===== config.mk =====
export PLATFORM = sky130hd
export DESIGN_NAME = vc_arbiter
export DESIGN_NICKNAME = d
export VERILOG_FILES = /design/src/rtl/vc_arbiter_pkg.sv /design/src/rtl/rr_arb2.sv /design/src/rtl/vc_arbiter.sv
export SDC_FILE = /design/constraint.sdc
export NUM_CORES = 1
export LEC_CHECK = 0
export CAP_MARGIN = 5
export CELL_PAD_IN_SITES_DETAIL_PLACEMENT = 1
export CELL_PAD_IN_SITES_GLOBAL_PLACEMENT = 1
export CORE_MARGIN = 5
export CORE_UTILIZATION = 30
export DETAILED_ROUTE_END_ITERATION = 10
export GPL_TIMING_DRIVEN = 0
export PLACE_DENSITY_LB_ADDON = 0.1
export RECOVER_POWER = 100
export REMOVE_ABC_BUFFERS = 1
export SYNTH_ARGS = -nofsm -noshare
export SYNTH_HDL_FRONTEND = slang
export SYNTH_SLANG_ARGS = --single-unit

===== constraint.sdc =====
create_clock -name clk -period 2 [get_ports clk]
set_clock_uncertainty 0.2 [all_clocks]
set_input_delay 0.2 -clock clk [delete_from_list [all_inputs] [get_ports clk]]
set_output_delay 0.2 -clock clk [all_outputs]
set_load 0.05 [all_outputs]

===== src/rtl/vc_arbiter_pkg.sv =====
// Shared encodings for the VC scheduler: FSM states, FIFO indices and width defaults.
package vc_arbiter_pkg;
  typedef enum logic [2:0] {
    ARB_IDLE = 3'b001,
    ARB_RUN  = 3'b010,
    ARB_HALT = 3'b100
  } arb_state_e;

  localparam int VC0_IDX      = 0;
  localparam int VC1_IDX      = 1;
  localparam int NUM_VC       = 2;
  localparam int DATA_W_DEF   = 6;
  localparam int DEST_BIT_DEF = 4;
  localparam int CNT_W_DEF    = 8;
endpackage


===== src/rtl/rr_arb2.sv =====
// Two-requester round-robin arbiter; on a tie the requester not granted last wins.
module rr_arb2 (
  input  logic       clk,
  input  logic       reset_L,
  input  logic [1:0] req_i,
  output logic [1:0] gnt_o
);
  logic last_q, last_d;

  always_comb begin
    gnt_o = 2'b00;
    case (req_i)
      2'b01:   gnt_o = 2'b01;
      2'b10:   gnt_o = 2'b10;
      2'b11:   gnt_o = last_q ? 2'b01 : 2'b10;
      default: gnt_o = 2'b00;
    endcase
  end

  // last_q = 1 means requester 1 was granted last, so requester 0 wins the first tie.
  assign last_d = (|req_i) ? gnt_o[1] : last_q;

  always_ff @(posedge clk or negedge reset_L) begin
    if (!reset_L) last_q <= 1'b1;
    else          last_q <= last_d;
  end
endmodule


===== src/rtl/vc_arbiter.sv =====
// Schedules VC0/VC1 head words into destination FIFOs D0/D1, one word per cycle,
// with per-VC head-of-line blocking on destination almost-full.
module vc_arbiter
  import vc_arbiter_pkg::*;
#(
  parameter int DATA_W   = DATA_W_DEF,
  parameter int DEST_BIT = DEST_BIT_DEF,
  parameter int CNT_W    = CNT_W_DEF
) (
  input  logic              clk,
  input  logic              reset_L,
  input  logic              active_in,
  input  logic              error_in,
  input  logic              vc0_empty,
  input  logic              vc1_empty,
  input  logic [DATA_W-1:0] vc0_data,
  input  logic [DATA_W-1:0] vc1_data,
  input  logic              d0_almost_full,
  input  logic              d1_almost_full,
  output logic              vc0_pop,
  output logic              vc1_pop,
  output logic              d0_push,
  output logic              d1_push,
  output logic [DATA_W-1:0] d_data,
  output logic [CNT_W-1:0]  d0_count,
  output logic [CNT_W-1:0]  d1_count,
  output logic              halted
);
  arb_state_e state_q, state_d;

  logic [NUM_VC-1:0][DATA_W-1:0] head;
  logic [NUM_VC-1:0]             nonempty, req, gnt;
  logic [1:0]                    af;
  logic                          arb_en;
  logic [DATA_W-1:0]             sel, data_q, data_d;
  logic [1:0]                    push_q, push_d;
  logic [CNT_W-1:0]              cnt0_q, cnt1_q;

  assign head[VC0_IDX]     = vc0_data;
  assign head[VC1_IDX]     = vc1_data;
  assign nonempty[VC0_IDX] = ~vc0_empty;
  assign nonempty[VC1_IDX] = ~vc1_empty;
  assign af                = {d1_almost_full, d0_almost_full};

  // error_in suppresses grants in the same cycle so nothing is popped on the way into HALT.
  assign arb_en = (state_q == ARB_RUN) && active_in && !error_in;

  for (genvar v = 0; v < NUM_VC; v++) begin : g_req
    assign req[v] = arb_en && nonempty[v] && !af[head[v][DEST_BIT]];
  end

  rr_arb2 u_rr (
    .clk     (clk),
    .reset_L (reset_L),
    .req_i   (req),
    .gnt_o   (gnt)
  );

  assign vc0_pop = gnt[VC0_IDX];
  assign vc1_pop = gnt[VC1_IDX];

  assign sel    = gnt[VC1_IDX] ? head[VC1_IDX] : head[VC0_IDX];
  assign push_d = (|gnt) ? (sel[DEST_BIT] ? 2'b10 : 2'b01) : 2'b00;
  assign data_d = (|gnt) ? sel : data_q;

  always_comb begin
    state_d = state_q;
    case (state_q)
      ARB_IDLE: if (active_in)  state_d = ARB_RUN;
      ARB_RUN:  if (!active_in) state_d = ARB_IDLE;
      ARB_HALT: state_d = ARB_HALT;
      default:  state_d = ARB_IDLE;
    endcase
    if (error_in) state_d = ARB_HALT;
  end

  // Push registers load regardless of the FSM so an in-flight word always lands.
  always_ff @(posedge clk or negedge reset_L) begin
    if (!reset_L) begin
      state_q <= ARB_IDLE;
      push_q  <= 2'b00;
      data_q  <= '0;
      cnt0_q  <= '0;
      cnt1_q  <= '0;
    end else begin
      state_q <= state_d;
      push_q  <= push_d;
      data_q  <= data_d;
      if (push_q[0]) cnt0_q <= cnt0_q + 1'b1;
      if (push_q[1]) cnt1_q <= cnt1_q + 1'b1;
    end
  end

  assign d0_push  = push_q[0];
  assign d1_push  = push_q[1];
  assign d_data   = data_q;
  assign d0_count = cnt0_q;
  assign d1_count = cnt1_q;
  assign halted   = (state_q == ARB_HALT);
endmodule

==> flow_summary_export.csv <==
group,metric,value,unit
clock_tree,numCtsBuffers,3,
drt,detail-route-antenna-nets,0,
global_routing,antenna_found_initial,0,
worst_setup_path,crit_path_max_fanout,4,
worst_hold_path,hold_class,"flop to flop",
final_layout,fillerInstances,460,
drt,drc_errors,0,
status,status,"complete, but fails checks",
clock_tree,clk-insertion-delay-late,0.27,ns
die,die_width,76.1,um
synth,postSynth.topFlopCell,"dfrtp_1",
placed_design,instance_area_at_placement,1830,um2
timing,slew_headroom,53.0,%
synth,synth_enable_flop_cells,0,
power_and_ir_drop,power_per_cell_area,578,nW/um2
worst_setup_path,timing.critical_path.from,"active_in",
final_layout,finish.instance_area,1930,um2
worst_hold_path,min_from,"d0_count[7]$_DFFE_PN0P_",
placed_design,post-dp-hpwl,2430,um
synth,synth.yosys.seq_area_share,53.6,%
final_layout,multiInputGateArea,597,um2
timing,timing.final.hold_violations,0,
drt,drtIter0Drc,40,
synth,synth_area_leader_cell,"dfrtp_1",
worst_setup_path,cp_data_required_time,1.60,ns
final_layout,register_area,703,um2
final_layout,most_common_cell_after_layout_fill_and_taps_aside,"clkdlybuf4s50_1",
placed_design,gpl.final_weighted_congestion,0.756,
clock_tree,tritoncts_clock_tree,"done",
synth,yosys_register_bits,28,
worst_setup_path,worst_ep_arrival_time,1.64,ns
timing,hold_slack,0.269,ns
global_routing,grt_overflow_total,0,
final_layout,final_net_count,185,
timing,finalSetupViolCount,2,
clock_tree,clk_pin_slew_worst_paths,0.09,ns
timing,final_critical_path_share_of_the_clock_period,102,%
drt,detail_route.vias_per_cell,4.80,
timing,setup_slack,-0.0374,ns
flow_run,maxCapViolations,0,
worst_setup_path,timing_worst_setup_path_type,"primary input to output pin",
synth,post_synth_main_area_contributors,"dfrtp_1 (50%), xnor2_1 (6.0%), dfstp_2 (4.0%)",
clock_tree,clock-root-buffer,"clkbuf_8",
timing,finalWorstPathRequiredPeriod,2.04,ns
synth,syn-instance-count,107,
die,initial_core_util,30.5,%
global_routing,grt_use_total,11.2,%
timing,rsz0062_at_grt,"true",
worst_setup_path,worstReg2RegStart,"state_q[2]$_DFFE_PN0P_",
timing,finalMaxSlewViolations,0,
clock_tree,clkSinkCount,28,
clock_tree,max-clock-path-buffers,2,
synth,post_synth_instance_area,1310,um2
drt,first_pass_iters,3,
final_layout,layout-drive-gt1-share,16.7,%
die,fp.dieH,76.1,um
die,fp-row-count,24,
worst_setup_path,start_kind,"primary input",
final_layout,layout-area-overhead-vs-synth,47.2,%
timing,sum_of_negative_setup_slack,-0.0659,ns
drt,totalWireLength,3120,um
power_and_ir_drop,ir_drop,0.000235,V
status,violations,"negative setup slack",
final_layout,num_antenna_cells,0,
drt,wl_per_cell,14.6,um
synth,synth_top_cell_area_share,49.6,%
final_layout,layout.core_utilization,45.0,%
synth,ys_async_sr_fraction,100,%
die,design.die.area,5790,um2
drt,route.vias.total,1028,
synth,syn-mean-instance-area,12.3,um2
timing,worst-slew-pin-transition,0.705,ns
timing,max_clock_freq,491,MHz
worst_setup_path,worstSetupEndpointType,"output pin",
power_and_ir_drop,total_leakage_power,0.000880,uW
global_routing,grt_start_max_net_pins,29,
final_layout,layout_common_cells,"clkdlybuf4s50_1 (30), dfrtp_1 (26), xnor2_1 (9), dlygate4sd3_1 (9), nor2_1 (6)",
placed_design,port_buffers,46,
die,floorplan.core_area,4290,um2
global_routing,first_pass_grt_wire_length,5460,um
global_routing,number_of_global_route_vias_before_repair,1198,
synth,synth.yosys.warnings,0,
clock_tree,cts_max_level,1,
synth,yosys.cell_types.count,37,
die,ioPinCount,47,
flip-flops by register name, summed over array words and instances, names as in the netlist:
signal,flops
state_q,3
d_data,6
d1_count,8
d0_count,8
push_q,2
u_rr.last_q,1
repair_timing:
action / CTS / global route
setup buffers: 5 / 0
resized for setup: 25 / 4
setup endpoints to repair: 10 / 7
pin swaps: 5 / 2
hold buffers: 0 / 1
endpoints found under the hold margin: 0 / 26
metrics by stage:
step,instances,power (uW),setup WS (ns)
final,214,1120,-0.0374
after floorplan,106,690,-0.161
after CTS,213,1140,-0.0579
after global routing,214,1170,-0.107
after detailed placement,204,781,-1.12
after global placement,204,776,-1.10
final timing paths:
path | cells past startpoint | slack (ns) | to
worst max-delay path | 5 | -0.04 | vc0_pop
worst min-delay path | 1 | 0.27 | d0_count[7]$_DFFE_PN0P_
worst max register to register | 4 | 0.07 | d_data[4]$_DFFE_PN0P_
worst min register to register | 1 | 0.27 | d0_count[7]$_DFFE_PN0P_
max in group asynchronous | 2 | 0.85 | d0_count[2]$_DFFE_PN0P_
min in group asynchronous | 2 | 0.30 | d1_count[3]$_DFFE_PN0P_
logic make-up after synthesis:
logic type,after synthesis,synth area share [%]
xor gates and xnor gates,14,9.35
buffers and inverters,4,1.43
adders and majority gates,2,1.91
AOI/OAI and AO/OA,19,13.5
muxes,4,3.63
DFF,28,53.6
and+or+nand+nor,36,16.6
worst max-delay path, cell delays in order:
cell	delay (ns)
clkdlybuf4s50_1	0.49
or3b_4	0.43
nor2_4	0.14
o2111a_2	0.23
buf_8	0.15
metal layers:
layer | share of wire, % | GRT usage, % | routed length (um) | vias up
met4 | 0.77 | 4.72 | 24 | 0
met3 | 3.9 | 2.25 | 123 | 2
met1 | 42 | 12.6 | 1300 | 513
met2 | 53 | 20.3 | 1660 | 19
li1 | - | - | - | 494
met5 | 0 | 0 | 0 | -
power by group:
group / total [uW] / internal (uW) / switching [uW] / leakage (uW)
combinational: 170 / 73.4 / 96.8 / 0.000474
clock: 352 / 176 / 176 / 0.0000288
sequential: 593 / 582 / 11.4 / 0.000377
total: 1120 / 832 / 284 / 0.000880
cells in the mapped netlist (2+ instances only):
cell type / n
or2b_1: 2
nand4_1: 4
nor3_1: 2
mux2_2: 2
o22a_1: 2
a221o_1: 4
dfstp_2: 2
xor2_1: 5
a21boi_0: 6
ha_1: 2
dfrtp_1: 26
and2_1: 2
xnor2_1: 9
nand2_1: 5
inv_1: 3
and3_1: 2
a21oi_1: 2
nor2_1: 6
nand3_1: 3
area by class of cell:
type                       count  area share (%)
multi-input combinational     75            30.9
tap                           52            3.37
sequential                    28            36.4
clock buffer                   4            2.85
inverter                       3           0.583
timing repair buffer          52            25.9
Power figures use the tool's default switching activity.
==> edit 1, RTL diff (config.mk and constraints unchanged) <==
Take the reset off `data_q` and load it in a clocked block of its own.
--- a/src/rtl/vc_arbiter.sv
+++ b/src/rtl/vc_arbiter.sv
@@ -81,3 +81,2 @@
       push_q  <= 2'b00;
-      data_q  <= '0;
       cnt0_q  <= '0;
@@ -87,3 +86,2 @@
       push_q  <= push_d;
-      data_q  <= data_d;
       if (push_q[0]) cnt0_q <= cnt0_q + 1'b1;
@@ -91,2 +89,6 @@
     end
+  end
+
+  always_ff @(posedge clk) begin
+    data_q <= data_d;
   end
Function: differs if reset_L is asserted again (counterexample within 4 cycles, from zero or initial values and one cycle with reset_L low); with reset_L held inactive, the same outputs for 10 cycles.
==> edit 1 against the unedited design <==
- the flow still finishes with violations (setup timing)
- wire length fell by 1.2%
- critical path type is now reg2reg
- critical endpoint is now d_data[2]$_DFFE_PP_
- power fell by 0.15%
- final area increased by 0.52%
- cell count down 4.2%
- worst setup slack got worse by 0.21 ns
- sequential cell count unchanged
- area after synthesis fell by 1.2%
==> edit 1: results (changes against the unedited design) <==
\begin{tabular}{lr}
\hline
Metric & Value \\
\hline
\multicolumn{2}{l}{\textbf{Global route}} \\
\quad Via count of the first global-routing pass & 1082 (-9.7\%) \\
\quad Routing usage on met3 & 0.0198 (-0.00267) \\
\quad First-pass GRT wire length & 5110 µm (-6.3\%) \\
\quad Largest net degree at the start of global routing & 23 (-21\%) \\
\quad Met2 Resource Use GR & 0.214 (+0.0109) \\
\quad Met1 Resource Use GR & 0.139 (+0.0132) \\
\multicolumn{2}{l}{\textbf{Placement}} \\
\quad Number of cells after detailed placement & 195 (-4.4\%) \\
\quad Worst slack at placement & -1.07 ns (+0.0481 ns) \\
\quad DP Area & 1800 µm² (-1.8\%) \\
\quad Sum of net half-perimeters after detailed placement & 2320 µm (-4.4\%) \\
\multicolumn{2}{l}{\textbf{Route}} \\
\quad Detailed route wirelength on metal3 & 127 µm (+3.3\%) \\
\quad Met1 Routed Length & 1250 µm (-4.4\%) \\
\quad Vias/cell & 4.77 (-0.69\%) \\
\quad Number of optimization iterations in the first detailed-route pass & 4 (+1) \\
\quad Routed WL & 3080 µm (-1.2\%) \\
\quad Routed met2 length & 1690 µm (+1.3\%) \\
\multicolumn{2}{l}{\textbf{Cells and area}} \\
\quad Final net count & 178 (-3.8\%) \\
\quad Non-filler cells, final & 205 (-4.2\%) \\
\quad Fraction of final layout cells with drive strength greater than 1 & 0.194 (+0.0269) \\
\quad Final core utilization & 0.475 (+0.0253) \\
\quad Fill cell instance count of the final layout & 432 (-6.1\%) \\
\multicolumn{2}{l}{\textbf{Run status}} \\
\quad Failing checks & setup timing \\
\quad Status & finished with violations \\
\multicolumn{2}{l}{\textbf{Worst setup path}} \\
\quad Crit path kind & reg2reg \\
\quad Critical-path cell with the highest stage delay & sky130\_fd\_sc\_hd\_\_or4b\_4 \\
\quad Highest cell delay on the worst timing path & 0.52 ns (+0.03 ns) \\
\quad Crit path arrival time & 2.08 ns (+0.44 ns) \\
\multicolumn{2}{l}{\textbf{Worst hold path}} \\
\quad Hold Crit Start & d1\_count[7]\$\_DFFE\_PN0P\_ \\
\quad Destination of the worst hold path & d1\_count[7]\$\_DFFE\_PN0P\_ \\
\multicolumn{2}{l}{\textbf{Pwr}} \\
\quad Max VDD drop & 291 µV (+23\%) \\
\quad Leakage power figure & 0.000863 µW (-2.0\%) \\
\multicolumn{2}{l}{\textbf{Synthesis}} \\
\quad Ranking of synthesized cells by instance count & sky130\_fd\_sc\_hd\_\_dfrtp\_1, sky130\_fd\_sc\_hd\_\_xnor2\_1, sky130\_fd\_sc\_hd\_\_edfxtp\_1, sky130\_fd\_sc\_hd\_\_nand2\_1, sky130\_fd\_sc\_hd\_\_xor2\_1 \\
\quad Number of distinct standard cells referenced by the synthesized netlist & 32 (-14\%) \\
\multicolumn{2}{l}{\textbf{Timing}} \\
\quad Smallest setup slack after layout & -0.248 ns (-0.211 ns) \\
\quad Endpoints failing setup & 14 (+12) \\
\hline
\end{tabular}
==> edit 1: cell types whose count changed after synthesis, moves of 4 or more <==
| cell | change |
|---|---|
| sky130_fd_sc_hd__dfrtp_1 | -6 |
| sky130_fd_sc_hd__mux2_4 | +4 |
| sky130_fd_sc_hd__a221o_1 | -4 |
| sky130_fd_sc_hd__nor2b_1 | +4 |
| sky130_fd_sc_hd__edfxtp_1 | +6 |
| sky130_fd_sc_hd__a211o_1 | +4 |
| sky130_fd_sc_hd__a21boi_0 | -6 |
==> edit 1: cells by family (layout without fill, tap and decap cells) <==
logic type                 Yosys count  in the layout  share of synthesized area
muxes                                8              8                     0.0831
buffers and inverters                6             60                     0.0290
and+or+nand+nor                     28             28                      0.124
xor gates and xnor gates            15             15                      0.101
adders and majority gates            2              2                     0.0193
DFF                                 28             28                      0.566
AOI/OAI and AO/OA                   14             14                     0.0773
==> edit 1: worst max-delay path, delay by kind of cell, from the launching register on <==
kind,cells,cell delay [ns]
compound gates,1,0.31
flops,1,0.39
mux,1,0.29
simple gates,2,0.66
buf+inv,1,0.15
==> edit 1: cell type report <==
class                      instances  area share
tap                               50      0.0322
clock buffer                       4      0.0342
timing repair buffer              52       0.261
multi-input combinational         67       0.287
inverter                           4     0.00774
sequential                        28       0.378
==> edit 1: power by group <==
part | switching (µW) | total (µW) | internal, µW
clock network | 181 | 399 | 218
logic | 57.8 | 119 | 61.4
registers | 5.77 | 596 | 590
total | 245 | 1110 | 869
==> edit 1: repair_timing <==
action / 4_1_cts / 5_1_grt
buffers inserted: 6 / 1
gates resized for setup: 26 / 8
hold buffers: 0 / 0
setup endpoints to repair: 17 / 18
endpoints found under the hold margin: 0 / 0
pin swaps: 2 / 3
==> edit 2, RTL diff (same flow settings) <==
Without the edit above. `DATA_W_DEF`: 6 -> 12.
--- a/src/rtl/vc_arbiter_pkg.sv
+++ b/src/rtl/vc_arbiter_pkg.sv
@@ -11,3 +11,3 @@
   localparam int NUM_VC       = 2;
-  localparam int DATA_W_DEF   = 6;
+  localparam int DATA_W_DEF   = 12;
   localparam int DEST_BIT_DEF = 4;
Interface: changed (resized d_data, vc0_data and vc1_data); port bits go from 47 to 65. The function was not compared with the original's and may differ.
==> edit 2 against the unedited design <==
- the run still ends with setup timing left
- final area is 29% higher
- sequential cell count is 6 higher
- area after synthesis is 20% higher
- die area is 17% higher
- power is 56% higher
- worst hold slack worse by 0.069 ns
- highest routed layer unchanged
- worst setup slack worse by 0.21 ns
- sequential power is 22% higher
- global-route usage is 3.6 points higher
- register-to-register slack worse by 0.10 ns
- wire length is 49% higher
- maximum frequency is 9.3% lower
- largest power group is now clock
==> edit 2: results (changes against the unedited design) <==
\begin{tabular}{lr}
\hline
Metric & Value \\
\hline
\multicolumn{2}{l}{\textbf{Placement}} \\
\quad Sum of net half-perimeters after detailed placement & 3350 µm (+38\%) \\
\quad Number of input and output port buffers inserted & 64 (+39\%) \\
\multicolumn{2}{l}{\textbf{Synthesis}} \\
\quad Post-synthesis mux area share & 0.0278 (-0.00844) \\
\quad Adder and majority cell fraction of the synthesized area & 0.0159 (-0.00319) \\
\quad Mean post-synth cell area & 12.1 µm² (-1.2\%) \\
\quad Number of distinct standard cells referenced by the synthesized netlist & 41 (+11\%) \\
\quad Post-synthesis share of cell area spent on xor and xnor gates & 0.0779 (-0.0156) \\
\quad Ranking of synthesized cells by instance count & sky130\_fd\_sc\_hd\_\_dfrtp\_1, sky130\_fd\_sc\_hd\_\_a21boi\_0, sky130\_fd\_sc\_hd\_\_a221o\_2, sky130\_fd\_sc\_hd\_\_xnor2\_1, sky130\_fd\_sc\_hd\_\_nor2\_1 \\
\multicolumn{2}{l}{\textbf{Clocking}} \\
\quad Number of buffers inserted for hold repair after clock tree synthesis & 1 (+1) \\
\quad Post-cts repair resize count & 31 (+24\%) \\
\multicolumn{2}{l}{\textbf{Worst setup path}} \\
\quad Crit path arrival time & 1.85 ns (+0.21 ns) \\
\quad Slack of the worst reg-to-reg path & -0.03 ns (-0.10 ns) \\
\quad Worst path top cell family by delay & simple AND/OR/NAND/NOR gates \\
\quad Critical-path maximum fanout & 3 (-1) \\
\multicolumn{2}{l}{\textbf{Worst hold path}} \\
\quad Class of the worst hold path & in2reg \\
\quad Destination of the worst hold path & state\_q[0]\$\_DFFE\_PN1P\_ \\
\multicolumn{2}{l}{\textbf{Global route}} \\
\quad Via count of the first global-routing pass & 1492 (+25\%) \\
\quad Met2 Resource Use GR & 0.260 (+0.0575) \\
\multicolumn{2}{l}{\textbf{Route}} \\
\quad Number of optimization iterations in the first detailed-route pass & 4 (+1) \\
\quad Met1 Routed Length & 1850 µm (+42\%) \\
\quad Routed met2 length & 2470 µm (+49\%) \\
\quad Detailed route wirelength on metal3 & 240 µm (+95\%) \\
\multicolumn{2}{l}{\textbf{Timing}} \\
\quad Smallest setup slack after layout & -0.246 ns (-0.208 ns) \\
\quad Endpoints failing setup & 12 (+10) \\
\quad Headroom to the max-slew limit & 0.442 (-0.0872) \\
\quad Worst hold slack after final layout & 0.200 ns (-0.0691 ns) \\
\multicolumn{2}{l}{\textbf{Pwr}} \\
\quad Switching power total & 386 µW (+36\%) \\
\quad Fraction of power consumed by the clock network & 0.446 (+0.130) \\
\multicolumn{2}{l}{\textbf{Cells and area}} \\
\quad Fill cell instance count of the final layout & 553 (+20\%) \\
\quad Proportion of cell area occupied by multi-input gates & 0.291 (-0.0186) \\
\quad Final net count & 237 (+28\%) \\
\quad Clock-cell share of area & 0.0571 (+0.0286) \\
\multicolumn{2}{l}{\textbf{Run status}} \\
\quad Failing checks & setup timing \\
\quad Status & finished with violations \\
\hline
\end{tabular}
edit 2: cell types whose count changed after synthesis, sizes merged, moves of 2 or more:
cell / unedited run / this run
clkbuf: 0 / 2
nand3: 3 / 6
dfrtp: 26 / 32
a221o: 4 / 10
a21boi: 6 / 11
edit 2: cells by family (layout without fill, tap and decap cells):
group	count (synthesis)	in the layout
flops	34	34
fa+ha+maj	2	2
simple gates	39	39
compound gates	31	31
mux	4	4
xor+xnor	14	14
buf+inv	6	80
edit 2: worst max path at each step:
stage	slack, ns	endpoint	start
finish	-0.25	vc1_pop	state_q[2]$_DFFE_PN0P_
global route	-0.30	vc1_pop	state_q[2]$_DFFE_PN0P_
CTS	-0.25	vc1_pop	state_q[2]$_DFFE_PN0P_
detailed placement	-1.71	vc0_pop	active_in
global placement	-1.69	vc0_pop	active_in
floorplan	-0.47	d_data[0]$_DFFE_PN0P_	state_q[2]$_DFFE_PN0P_
